### config.mk
export PLATFORM = sky130hd
export DESIGN_NAME = pipeline_hazard_ctrl
export DESIGN_NICKNAME = d
export VERILOG_FILES = /design/src/rtl/pipeline_hazard_ctrl.sv
export SDC_FILE = /design/constraint.sdc
export NUM_CORES = 1
export LEC_CHECK = 0
export ABC_CLOCK_PERIOD_IN_PS = 2150
export BUFFER_PORTS_ARGS = -buffer_cell sky130_fd_sc_hd__buf_2
export CAP_MARGIN = 20
export CELL_PAD_IN_SITES_DETAIL_PLACEMENT = 1
export CELL_PAD_IN_SITES_GLOBAL_PLACEMENT = 2
export CORE_MARGIN = 4
export CORE_UTILIZATION = 22
export DETAILED_ROUTE_END_ITERATION = 10
export GPL_ROUTABILITY_DRIVEN = 0
export HOLD_SLACK_MARGIN = 0.03
export PLACE_DENSITY = 0.83
export SLEW_MARGIN = 15
export SYNTH_ARGS = -nofsm -noshare
export SYNTH_HDL_FRONTEND = slang
export SYNTH_SLANG_ARGS = --single-unit
### constraint.sdc
create_clock -name clk -period 2.15 [get_ports clk]
set_input_delay 0.3225 -clock clk [delete_from_list [all_inputs] [get_ports clk]]
set_output_delay 0.3225 -clock clk [all_outputs]
set_load 0.02 [all_outputs]
### src/rtl/pipeline_hazard_ctrl.sv
// Hazard control for a five-stage pipeline with an extra EXT writeback stage.
// Handles memory freeze, branch flush, multi-cycle EX ops, load-use and forwarding.
module pipeline_hazard_ctrl #(
    parameter int MC_CYCLES = 4
) (
    input  logic       clk,
    input  logic       rst,
    input  logic [4:0] rs1_ID,
    input  logic [4:0] rs2_ID,
    input  logic [1:0] use_ID,
    input  logic [4:0] rd_EX,
    input  logic [4:0] rd_MA,
    input  logic [4:0] rd_WB,
    input  logic [4:0] rd_EXT,
    input  logic       regwrite_EX,
    input  logic       regwrite_MA,
    input  logic       regwrite_WB,
    input  logic       regwrite_EXT,
    input  logic       isLd_EX,
    input  logic       mc_start_EX,
    input  logic       branch_taken_EX,
    input  logic       mem_wait_MA,
    output logic       stall_IFID,
    output logic       stall_IDEX,
    output logic       stall_EXMA,
    output logic       stall_MAWB,
    output logic       stall_WBEXT,
    output logic       flush_IFID,
    output logic       flush_IDEX,
    output logic       flush_EXMA,
    output logic [1:0] fwdA_sel,
    output logic [1:0] fwdB_sel,
    output logic       state,
    output logic       mc_done
);

    typedef enum logic {
        RUN    = 1'b0,
        MCBUSY = 1'b1
    } state_t;

    // The start cycle counts as one EX cycle and the cnt==0 cycle as the last.
    localparam logic [3:0] CNT_INIT = 4'(MC_CYCLES - 2);

    state_t     cur_state;
    state_t     nxt_state;
    logic [3:0] cnt;
    logic [3:0] cnt_nxt;
    logic       load_use;

    assign state = cur_state;

    // Forward source for one operand: youngest producing stage wins.
    function automatic logic [1:0] fwd_pick(
        input logic [4:0] rs,
        input logic [4:0] rma,
        input logic       wma,
        input logic [4:0] rwb,
        input logic       wwb,
        input logic [4:0] rext,
        input logic       wext
    );
        logic [1:0] sel;
        sel = 2'd0;
        if (wma && (rma == rs)) begin
            sel = 2'd1;
        end else if (wwb && (rwb == rs)) begin
            sel = 2'd2;
        end else if (wext && (rext == rs)) begin
            sel = 2'd3;
        end
        return sel;
    endfunction

    // State and multi-cycle counter register; reset abandons any op in flight.
    always_ff @(posedge clk or posedge rst) begin
        if (rst) begin
            cur_state <= RUN;
            cnt       <= 4'd0;
        end else begin
            cur_state <= nxt_state;
            cnt       <= cnt_nxt;
        end
    end

    // Load in EX producing a register that ID is about to read.
    always_comb begin
        load_use = 1'b0;
        if (isLd_EX && regwrite_EX) begin
            if (use_ID[0] && (rd_EX == rs1_ID)) begin
                load_use = 1'b1;
            end
            if (use_ID[1] && (rd_EX == rs2_ID)) begin
                load_use = 1'b1;
            end
        end
    end

    // Next state and stall/flush controls; memory freeze overrides everything.
    always_comb begin
        nxt_state   = cur_state;
        cnt_nxt     = cnt;
        stall_IFID  = 1'b0;
        stall_IDEX  = 1'b0;
        stall_EXMA  = 1'b0;
        stall_MAWB  = 1'b0;
        stall_WBEXT = 1'b0;
        flush_IFID  = 1'b0;
        flush_IDEX  = 1'b0;
        flush_EXMA  = 1'b0;
        mc_done     = 1'b0;
        if (mem_wait_MA) begin
            stall_IFID  = 1'b1;
            stall_IDEX  = 1'b1;
            stall_EXMA  = 1'b1;
            stall_MAWB  = 1'b1;
            stall_WBEXT = 1'b1;
        end else begin
            case (cur_state)
                RUN: begin
                    if (branch_taken_EX) begin
                        flush_IFID = 1'b1;
                        flush_IDEX = 1'b1;
                    end else if (mc_start_EX) begin
                        stall_IFID = 1'b1;
                        stall_IDEX = 1'b1;
                        flush_EXMA = 1'b1;
                        cnt_nxt    = CNT_INIT;
                        nxt_state  = MCBUSY;
                    end else if (load_use) begin
                        stall_IFID = 1'b1;
                        flush_IDEX = 1'b1;
                    end
                end
                MCBUSY: begin
                    if (cnt != 4'd0) begin
                        stall_IFID = 1'b1;
                        stall_IDEX = 1'b1;
                        flush_EXMA = 1'b1;
                        cnt_nxt    = cnt - 4'd1;
                    end else begin
                        mc_done   = 1'b1;
                        nxt_state = RUN;
                    end
                end
                default: begin
                    nxt_state = RUN;
                    cnt_nxt   = 4'd0;
                end
            endcase
        end
    end

    // Operand forwarding is independent of state and of the use bits.
    always_comb begin
        fwdA_sel = fwd_pick(rs1_ID, rd_MA, regwrite_MA, rd_WB, regwrite_WB,
                            rd_EXT, regwrite_EXT);
        fwdB_sel = fwd_pick(rs2_ID, rd_MA, regwrite_MA, rd_WB, regwrite_WB,
                            rd_EXT, regwrite_EXT);
    end

endmodule
==> impl_results.md <==
* Antenna violations before repair at 0
* Syn_nets at 150
* N_diodes at 0
* CTS buffer count at 3
* Hold Crit Class: in2reg
* Share of the yosys chip area belonging to registers at 14.0%
* Worst Slack Setup Final at 36.2 ps
* Syn Inst Count at 107
* Die width at 71.7 um
* Initial Util at 23.5%
* Io pins at 56
* Tcrit/Tclk final at 98.3%
* VDD IR max at 165 uV
* Number of synthesized flops with an enable pin at 0
* Clock sink total at 5
* Reg-to-Reg Start: cnt[1]
* Power per cell area at 613 nW/um2
* Layout Cells excl Fill at 211
* Wire per inst at 14.3 um
* Final min period at 2110 ps
* Max Freq at 0.473 GHz
* DR pass1 iterations at 2
* Detailed-route wire length at 3020 um
* Cells after DPL at 205
* Die area at 5140 um2
* First-pass GRT wire length at 5020 um
* Multi-input logic area at 721 um2
* Relative slew slack at 69.4%
* Initial drt markers at 36
* Synth async-reset ratio at 100%
* Synth Register Bits at 5
* Fin util at 33.2%
* Syn Area/Cell at 8.35 um2
* Crit Path Max Fanout at 4
* Total power draw at 0.773 mW
* Total GRT Usage at 12.1%
* CTS H-Tree Depth at 1
* Register area at 125 um2
* Final Hold Fails at 0
* Nature of the critical path startpoint: flip-flop
* YS warnings at 0
* R2R cell count at 7
* Required @ worst endpoint at 1830 ps
* Commonest non-fill, non-tap cells in the layout: buf_2 (55), xor2_1 (24), xnor2_1 (17)
* Count of final setup violators at 0
* Vias at 987
* Hold Crit Start: mem_wait_MA
* Dominant synthesized flop cell: dfrtp_1
* Worst-Margin Slew at 454 ps
* Row count at 22
* Crit path kind: reg2out
* RSZ-0062 raised after global routing: yes
* Most common cell after layout, fill and taps aside: buf_2
* Antenna-violating nets left at 0
* Max Buffers Root-to-Sink at 2
* Worst Hold End: state
* R2R setup slack at 510 ps
* Status: finished, final reports clean
* Hold Path Depth at 2
* Vias in the first global route at 1101
* Max_cap viols at 0
* CORE AREA at 3800 um2
* Via/cell ratio at 4.68
* Clock Pin Slew Worst Setup and Hold Paths at 40 ps
* Slew Limit Fails at 0
* Share of layout cells above drive strength 1 at 43.6%
* Die Ht at 71.7 um
* CP Data Arrival Time at 1790 ps
* Reg2reg end: cnt[2]
* Filler Cells Inserted at 495
* Static leakage at 0.581 nW
* Largest net degree at the start of global routing at 12
* Critical Path End Type: primary output
* Root buffer cell: clkbuf_8
* Pre-CTS WS at 150 ps
* Worst-skew pair later-pin latency at 220 ps
* CTS tree: yes
* Remaining DRCs at 0
* Post-synthesis cell type count at 32
* Area Overhead vs Synth at 41.0%
* Port Buf Inserts at 55
* GRT Residual Overflow at 0
* Mapped Area at 893 um2
* Final #Nets at 207
* Hpwl dp at 2600 um
* Clock Skew at 2.12 ps
-- cell families (layout without fill, tap and decap cells) --
kind of cell / count (synthesis) / in the layout / synth area share, %
xor+xnor: 41 / 41 / 40.2
fa+ha+maj: 1 / 1 / 1.40
compound gates: 14 / 14 / 12.6
flops: 5 / 5 / 14.0
simple gates: 37 / 37 / 25.1
buf+inv: 9 / 65 / 6.72
-- routing by layer --
metal | track usage (%) | routed length [um] | vias to the layer above
met5 | 0 | 0 | -
met1 | 14.5 | 1280 | 453
met2 | 20.6 | 1450 | 45
met3 | 3.09 | 220 | 8
li1 | - | - | 481
met4 | 4.18 | 75 | 0
-- repair_timing --
action                                  in CTS  in global routing
pin swaps                                    1                  1
gates resized for setup                      2                  2
hold endpoints to repair                     5                  0
cloned                                       0                  0
endpoints found under the setup margin       1                  2
hold buffers                                 1                  0
buffers inserted                             1                  0
-- worst max-delay path, cell delays in order, from the launching register on --
cell,delay (ps)
dfrtp_1,390
inv_2,90
ha_4,150
and4bb_4,230
a21oi_1,40
or2_2,290
a31o_2,220
buf_2,150
-- cells in the mapped netlist, types with 2 or more instances --
| library cell | n | area, um2 |
|---|---|---|
| a21boi_0 | 2 | 15.0 |
| a21oi_1 | 2 | 10.0 |
| and3_1 | 2 | 12.5 |
| buf_4 | 3 | 22.5 |
| buf_6 | 2 | 22.5 |
| dfrtp_1 | 5 | 125 |
| inv_1 | 4 | 15.0 |
| nand2_1 | 3 | 11.3 |
| nand3_1 | 7 | 35.0 |
| nand4_1 | 2 | 12.5 |
| nor2_1 | 3 | 11.3 |
| nor3_1 | 4 | 20.0 |
| nor3b_1 | 3 | 22.5 |
| nor4_1 | 6 | 37.5 |
| o21ai_0 | 3 | 15.0 |
| xnor2_1 | 17 | 149 |
| xor2_1 | 24 | 210 |
-- where the power goes --
| part | switching [mW] | internal [mW] | total [mW] |
|---|---|---|---|
| sequential | 0.0455 | 0.134 | 0.180 |
| clock | 0.0514 | 0.125 | 0.176 |
| combinational | 0.215 | 0.202 | 0.417 |
-- stage by stage --
| stage | hold slack (ps) | setup TNS (ps) | cell area, um2 |
|---|---|---|---|
| floorplan | 101 | 0 | 893 |
| global placement | 224 | 0 | 1180 |
| detailed placement | 230 | 0 | 1180 |
| CTS | 499 | 0 | 1260 |
| global route | 530 | -28.8 | 1260 |
| finish | 502 | 0 | 1260 |
-- layout make-up --
type | count | area share (%)
multi-input cells | 93 | 57.2
well taps | 48 | 4.77
flip-flops and latches | 5 | 9.93
clock buffers | 3 | 3.28
inverters | 4 | 1.19
repair buffers | 57 | 23.2
clock inverters | 1 | 0.397
-- registers in the layout (all words and copies together) (netlist names) --
register / cells
cnt: 4
state: 1
-- how the worst max path moves through the flow --
stage,start,endpoint,slack [ps],cells past startpoint
CTS,cnt[1],stall_IFID,2,7
floorplan,cnt[0],stall_IFID,280,6
finish,cnt[1],stall_IFID,40,7
detailed placement,cnt[0],stall_IFID,150,7
global placement,cnt[0],stall_IFID,220,7
global route,cnt[1],stall_IFID,-30,7
Power figures use the tool's default switching activity.
